### config.mk
export PLATFORM = sky130hd
export DESIGN_NAME = control_sequencer
export DESIGN_NICKNAME = d
export VERILOG_FILES = /design/src/rtl/cpu_ctrl_pkg.sv /design/src/rtl/ctrl_decode.sv /design/src/rtl/control_sequencer.sv
export SDC_FILE = /design/constraint.sdc
export NUM_CORES = 1
export LEC_CHECK = 0
export ABC_AREA = 1
export BUFFER_PORTS_ARGS = -buffer_cell sky130_fd_sc_hd__buf_2
export CAP_MARGIN = 10
export CORE_ASPECT_RATIO = 0.6
export CORE_MARGIN = 2
export CORE_UTILIZATION = 35
export DETAILED_ROUTE_END_ITERATION = 6
export GPL_TIMING_DRIVEN = 0
export SLEW_MARGIN = 20
export SYNTH_ARGS = -nofsm -noshare
export SYNTH_HDL_FRONTEND = slang
export SYNTH_HIERARCHICAL = 1
export SYNTH_SLANG_ARGS = --single-unit
### constraint.sdc
create_clock -name clock -period 1.5 [get_ports clock]
set_input_delay 0.225 -clock clock [delete_from_list [all_inputs] [get_ports clock]]
set_output_delay 0.225 -clock clock [all_outputs]
set_load 0.02 [all_outputs]
### src/rtl/cpu_ctrl_pkg.sv
// Shared definitions for the accumulator CPU control path: opcodes, sequencer
// states, ALU operation codes and the control-strobe word.
package cpu_ctrl_pkg;

    typedef enum logic [3:0] {
        OP_NOP  = 4'h0,
        OP_LDI  = 4'h1,
        OP_LDA  = 4'h2,
        OP_STA  = 4'h3,
        OP_ADD  = 4'h4,
        OP_SUB  = 4'h5,
        OP_AND  = 4'h6,
        OP_OR   = 4'h7,
        OP_XOR  = 4'h8,
        OP_NOT  = 4'h9,
        OP_JMP  = 4'hA,
        OP_JZ   = 4'hB,
        OP_JNZ  = 4'hC,
        OP_ADDI = 4'hD,
        OP_ILL  = 4'hE,
        OP_HLT  = 4'hF
    } opcode_e;

    typedef enum logic [2:0] {
        ST_FETCH  = 3'd0,
        ST_DECODE = 3'd1,
        ST_EXEC   = 3'd2,
        ST_MEM    = 3'd3,
        ST_HALT   = 3'd4
    } state_e;

    typedef enum logic [2:0] {
        ALU_PASSB = 3'b000,
        ALU_ADD   = 3'b001,
        ALU_SUB   = 3'b010,
        ALU_AND   = 3'b011,
        ALU_OR    = 3'b100,
        ALU_XOR   = 3'b101,
        ALU_NOTA  = 3'b110
    } alu_op_e;

    typedef struct packed {
        logic       load_ir;
        logic       inc_pc;
        logic       load_pc;
        logic       addr_sel;
        logic       mem_read;
        logic       mem_write;
        logic [2:0] alu_op;
        logic       alu_b_sel;
        logic       load_acc;
        logic       load_flags;
        logic       illegal_op;
    } ctrl_t;

    // Opcodes that need a second memory-read cycle (MEM state) to finish.
    function automatic logic is_mem_read_op(input logic [3:0] op);
        logic res;
        case (op)
            OP_LDA, OP_ADD, OP_SUB, OP_AND, OP_OR, OP_XOR: res = 1'b1;
            default:                                       res = 1'b0;
        endcase
        return res;
    endfunction

    function automatic logic [2:0] mem_alu_op(input logic [3:0] op);
        logic [2:0] res;
        case (op)
            OP_ADD:  res = ALU_ADD;
            OP_SUB:  res = ALU_SUB;
            OP_AND:  res = ALU_AND;
            OP_OR:   res = ALU_OR;
            OP_XOR:  res = ALU_XOR;
            default: res = ALU_PASSB;
        endcase
        return res;
    endfunction

endpackage

### src/rtl/ctrl_decode.sv
// Combinational map from (state, opcode, zero_flag, mem_ready) to the
// control-strobe word. Unreachable states produce no strobes.
module ctrl_decode
    import cpu_ctrl_pkg::*;
(
    input  logic [2:0] i_state,
    input  logic [3:0] i_opcode,
    input  logic       i_zero_flag,
    input  logic       i_mem_ready,
    output ctrl_t      o_ctrl
);

    // Strobe generation per state and opcode.
    always_comb begin
        o_ctrl = '0;
        case (i_state)
            ST_FETCH: begin
                o_ctrl.addr_sel = 1'b0;
                o_ctrl.mem_read = 1'b1;
                o_ctrl.load_ir  = i_mem_ready;
            end
            ST_DECODE: begin
                o_ctrl.inc_pc = 1'b1;
            end
            ST_EXEC: begin
                case (i_opcode)
                    OP_LDI: begin
                        o_ctrl.alu_op    = ALU_PASSB;
                        o_ctrl.alu_b_sel = 1'b1;
                        o_ctrl.load_acc  = 1'b1;
                    end
                    OP_ADDI: begin
                        o_ctrl.alu_op     = ALU_ADD;
                        o_ctrl.alu_b_sel  = 1'b1;
                        o_ctrl.load_acc   = 1'b1;
                        o_ctrl.load_flags = 1'b1;
                    end
                    OP_NOT: begin
                        o_ctrl.alu_op     = ALU_NOTA;
                        o_ctrl.load_acc   = 1'b1;
                        o_ctrl.load_flags = 1'b1;
                    end
                    OP_JMP: o_ctrl.load_pc = 1'b1;
                    OP_JZ:  o_ctrl.load_pc = i_zero_flag;
                    OP_JNZ: o_ctrl.load_pc = ~i_zero_flag;
                    OP_STA: begin
                        o_ctrl.addr_sel  = 1'b1;
                        o_ctrl.mem_write = 1'b1;
                    end
                    OP_LDA, OP_ADD, OP_SUB, OP_AND, OP_OR, OP_XOR: begin
                        o_ctrl.addr_sel = 1'b1;
                        o_ctrl.mem_read = 1'b1;
                    end
                    OP_ILL:  o_ctrl.illegal_op = 1'b1;
                    default: o_ctrl = '0;
                endcase
            end
            ST_MEM: begin
                // LDA only moves data; the flags keep the previous ALU result.
                o_ctrl.addr_sel   = 1'b1;
                o_ctrl.mem_read   = 1'b1;
                o_ctrl.alu_b_sel  = 1'b0;
                o_ctrl.alu_op     = mem_alu_op(i_opcode);
                o_ctrl.load_acc   = i_mem_ready;
                o_ctrl.load_flags = (i_opcode == OP_LDA) ? 1'b0 : i_mem_ready;
            end
            default: o_ctrl = '0;
        endcase
    end

endmodule

### src/rtl/control_sequencer.sv
// Multi-cycle control sequencer: state register, retired-instruction counter,
// halt status and reset gating around the ctrl_decode strobe map.
module control_sequencer
    import cpu_ctrl_pkg::*;
#(
    parameter int CNT_W = 8
) (
    input  logic             clock,
    input  logic             reset,
    input  logic [3:0]       opcode,
    input  logic             zero_flag,
    input  logic             mem_ready,
    output logic             LoadIR,
    output logic             IncPC,
    output logic             LoadPC,
    output logic             addr_sel,
    output logic             mem_read,
    output logic             mem_write,
    output logic [2:0]       alu_op,
    output logic             alu_b_sel,
    output logic             LoadAcc,
    output logic             LoadFlags,
    output logic             halted,
    output logic             illegal_op,
    output logic [2:0]       state_out,
    output logic [CNT_W-1:0] instr_count
);

    state_e           r_state;
    state_e           w_state_next;
    logic             w_retire;
    logic [CNT_W-1:0] r_count;
    logic             r_halted;
    ctrl_t            w_ctrl;
    ctrl_t            w_ctrl_gated;

    ctrl_decode u_decode (
        .i_state     (r_state),
        .i_opcode    (opcode),
        .i_zero_flag (zero_flag),
        .i_mem_ready (mem_ready),
        .o_ctrl      (w_ctrl)
    );

    // Next-state selection and retire detection.
    always_comb begin
        w_state_next = ST_FETCH;
        w_retire     = 1'b0;
        case (r_state)
            ST_FETCH:  w_state_next = mem_ready ? ST_DECODE : ST_FETCH;
            ST_DECODE: w_state_next = (opcode == OP_HLT) ? ST_HALT : ST_EXEC;
            ST_EXEC: begin
                if (is_mem_read_op(opcode)) begin
                    w_state_next = ST_MEM;
                    w_retire     = 1'b0;
                end else if (opcode == OP_STA) begin
                    w_state_next = mem_ready ? ST_FETCH : ST_EXEC;
                    w_retire     = mem_ready;
                end else begin
                    w_state_next = ST_FETCH;
                    w_retire     = 1'b1;
                end
            end
            ST_MEM: begin
                w_state_next = mem_ready ? ST_FETCH : ST_MEM;
                w_retire     = mem_ready;
            end
            ST_HALT: w_state_next = ST_HALT;
            default: w_state_next = ST_FETCH;
        endcase
    end

    // State register, retire counter and halt flag.
    always_ff @(posedge clock) begin
        if (reset) begin
            r_state  <= ST_FETCH;
            r_count  <= {CNT_W{1'b0}};
            r_halted <= 1'b0;
        end else begin
            r_state  <= w_state_next;
            r_halted <= (w_state_next == ST_HALT);
            if (w_retire) begin
                r_count <= r_count + {{(CNT_W-1){1'b0}}, 1'b1};
            end
        end
    end

    // An in-flight instruction is abandoned during reset, so nothing may strobe.
    assign w_ctrl_gated = reset ? '0 : w_ctrl;

    assign LoadIR      = w_ctrl_gated.load_ir;
    assign IncPC       = w_ctrl_gated.inc_pc;
    assign LoadPC      = w_ctrl_gated.load_pc;
    assign addr_sel    = w_ctrl_gated.addr_sel;
    assign mem_read    = w_ctrl_gated.mem_read;
    assign mem_write   = w_ctrl_gated.mem_write;
    assign alu_op      = w_ctrl_gated.alu_op;
    assign alu_b_sel   = w_ctrl_gated.alu_b_sel;
    assign LoadAcc     = w_ctrl_gated.load_acc;
    assign LoadFlags   = w_ctrl_gated.load_flags;
    assign illegal_op  = w_ctrl_gated.illegal_op;
    assign halted      = r_halted;
    assign state_out   = r_state;
    assign instr_count = r_count;

endmodule
==> results.py <==
metrics = {
    "timing": {
        "clock_skew_ns": 0.00407,
        "min_period_over_period": 1.04,
        "relSlewSlack": 0.654,
        "hold_slack_ns": 0.209,
        "setup_slack_ns": -0.0658,
        "hold_violations": 0,
        "rsz0062_at_grt": "true",
        "fmax_mhz": 639,
        "drv_slew": 0,
        "final.setup.tns_ns": -0.268,
        "finalSetupViolations": 6,
        "min_period_ns": 1.57,
        "tightest_slew_ns": 0.519,
    },
    "cts": {
        "cts_root_buf": "clkbuf_8",
        "cts_buffer_depth": 2,
        "cts_tree": "built",
        "insertion_delay_ns": 0.25,
        "clock_sinks": 12,
        "ctsHoldBuffers": 0,
        "numCtsBuffers": 3,
        "htreeDepth": 1,
        "clk_pin_slew_ns": 0.05,
    },
    "global_routing": {
        "grt_antenna_before_repair": 0,
        "grt.total_usage": 0.175,
        "grt_max_degree": 11,
        "grt_overflow": 0,
        "grt_pass1_wl_mm": 4.64,
        "grt_pass1_vias": 971,
    },
    "worst_setup_path": {
        "cp.arrival_ns": 1.34,
        "start_kind": "flip-flop",
        "crit_type": "flip-flop to primary output",
        "worstPathMaxFanout": 5,
        "reg2reg_from": "state_out[0]",
        "slowest_delay_ns": 0.35,
        "crit_path_end_kind": "primary output",
        "required_ns": 1.27,
        "cp_slowest_cell": "dfxtp_4",
        "rr_endpoint": "instr_count[5]",
        "rr_worst_depth": 6,
        "cp_cell_sequence": "inv_6 -> nand3_4 -> inv_4 -> nand3_2 -> o21ai_1 -> inv_1 -> nor2_2 -> buf_6",
        "r2r_slack_ns": 0.13,
    },
    "place": {
        "dpl.hpwl_mm": 2.12,
        "routabilityCongestion": 0.825,
        "io_buffer_count": 32,
    },
    "power_and_ir_drop": {
        "irDropWorstVdd_uv": 402,
        "powerDensity_mw_per_mm2": 629,
        "power_leakage_nw": 0.716,
    },
    "logic_synthesis": {
        "ys_ff_latch": 12,
        "yosysSeqAreaShare": 0.222,
        "syn_nets": 193,
        "synth_cell_types": 28,
        "avgSynthCellArea_um2": 5.88,
        "yosys_most_used_dff": "dfxtp_1",
        "synthesis.area_mm2": 0.00108,
        "ys_warn_count": 6,
        "syn_inst": 184,
        "ys_async_sr_fraction": 0,
        "synth_edf_count": 0,
    },
    "layout": {
        "nFillCells": 302,
        "antenna_cells": 0,
        "drive_above_1_share": 0.352,
        "nets": 237,
        "area_growth_pct": 41.8,
    },
    "die": {
        "rows": 15,
        "start_util": 0.372,
        "io_pins": 33,
        "dieArea_mm2": 0.00357,
        "die_y_um": 47.1,
        "die_w_um": 75.8,
        "core-area_mm2": 0.00291,
    },
    "routing": {
        "drc": 0,
        "vias": 1269,
        "drt_wl_total_mm": 3.00,
        "antenna_left": 0,
        "drtIter0Drc": 65,
        "drt-wirelength-per-cell_um": 11.1,
        "first_pass_iters": 5,
        "via_per_inst": 4.72,
    },
    "job": {
        "drv_cap": 0,
    },
    "min_path": {
        "worstHoldPathType": "input port to flip-flop",
        "whs_endpoint": "state_out[1]",
        "worstHoldStart": "reset",
        "whs_path_depth": 2,
    },
    "run_status": {
        "status": "finished, violations left",
        "violations": "setup timing",
    },
}
-- stage by stage --
stage / setup WS, ns / instances / power [mW] / utilization / area, µm²
2_1_floorplan: 0.00956 / 184 / 0.489 / - / 1090
3_3_place_gp: -0.0834 / 258 / 0.560 / 0.447 / 1300
3_5_place_dp: -0.0570 / 258 / 0.558 / 0.447 / 1300
4_1_cts: -0.0533 / 267 / 0.959 / 0.505 / 1470
5_1_grt: -0.154 / 269 / 1.02 / 0.528 / 1540
6_report: -0.0658 / 269 / 0.966 / 0.528 / 1540
-- area by class of cell --
class,count,area (µm²),area share
multi-input combinational,130,747,0.487
timing repair buffer,40,260,0.170
sequential,12,251,0.164
inverter,39,161,0.105
clock buffer,4,55.1,0.0359
tap,42,52.6,0.0342
buffer,2,7.51,0.00489
-- power breakdown --
group / leakage (nW) / total (mW) / internal, mW / switching, mW
Clock: 0.0288 / 0.368 / 0.233 / 0.135
Combinational: 0.588 / 0.260 / 0.0919 / 0.168
Sequential: 0.0993 / 0.338 / 0.326 / 0.0119
Total: 0.716 / 0.966 / 0.650 / 0.315
-- worst max-delay path: cells and delay by family, from the launching register on --
| kind | cells | cell delay, ns |
|---|---|---|
| AO/OA/AOI/OAI | 1 | 0.12 |
| buffers and inverters | 4 | 0.35 |
| flip-flops | 1 | 0.35 |
| AND/OR/NAND/NOR | 3 | 0.27 |
-- sequential cells by signal, indices dropped and copies added (netlist names) --
register / flops
halted: 1
instr_count: 8
state_out: 3
-- logic make-up after synthesis --
kind of cell | Yosys count | synth area share
fa+ha+maj | 1 | 0.0116
flops | 12 | 0.222
simple gates | 105 | 0.473
xor+xnor | 4 | 0.0324
compound gates | 20 | 0.109
buf+inv | 42 | 0.153
-- metal layers --
metal	global-route usage	wire length, µm	vias up	part of all wire
li1	-	-	680	-
met1	0.269	1620	555	0.54
met2	0.248	1190	32	0.40
met3	0.0472	181	2	0.060
met4	0.0211	10	0	0.0033
met5	0	0	-	0
-- placed cells by master, fill, tap and decap left out, drive strengths merged, types with 7 or more instances in the layout --
cell / synthesis / routed
a21oi: 9 / 9
buf: 1 / 39
clkbuf: 2 / 7
dfxtp: 12 / 12
inv: 39 / 39
nand2: 36 / 36
nand3: 22 / 22
nand4: 7 / 7
nor2: 34 / 34
o21ai: 7 / 7
-- worst max-delay path by stage --
stage                             from   endpoint  slack, ns
after floorplan           state_out[2]  alu_op[1]       0.01
after detailed placement  state_out[0]  alu_op[0]      -0.06
after global routing      state_out[0]  alu_b_sel      -0.15
after global placement    state_out[0]  alu_op[0]      -0.08
after CTS                 state_out[0]  alu_op[0]      -0.05
final                     state_out[0]  alu_op[0]      -0.07
-- synth_stat cells, types with 3 or more instances --
library cell,number,share of area
nor2_1,30,0.10
dfxtp_1,12,0.22
a31oi_1,3,0.017
nor2_2,4,0.023
xor2_1,3,0.024
inv_1,33,0.11
nand4_1,6,0.035
nand3_1,20,0.092
o21ai_1,4,0.018
a21oi_1,9,0.042
inv_2,6,0.021
nand2_1,33,0.11
-- repair_timing --
| item | in CTS | in global routing |
|---|---|---|
| pin swaps | 5 | 4 |
| setup buffers | 5 | 3 |
| resized for setup | 28 | 16 |
| endpoints found under the setup margin | 11 | 19 |
Note: power is estimated with default switching activity, not from simulation.
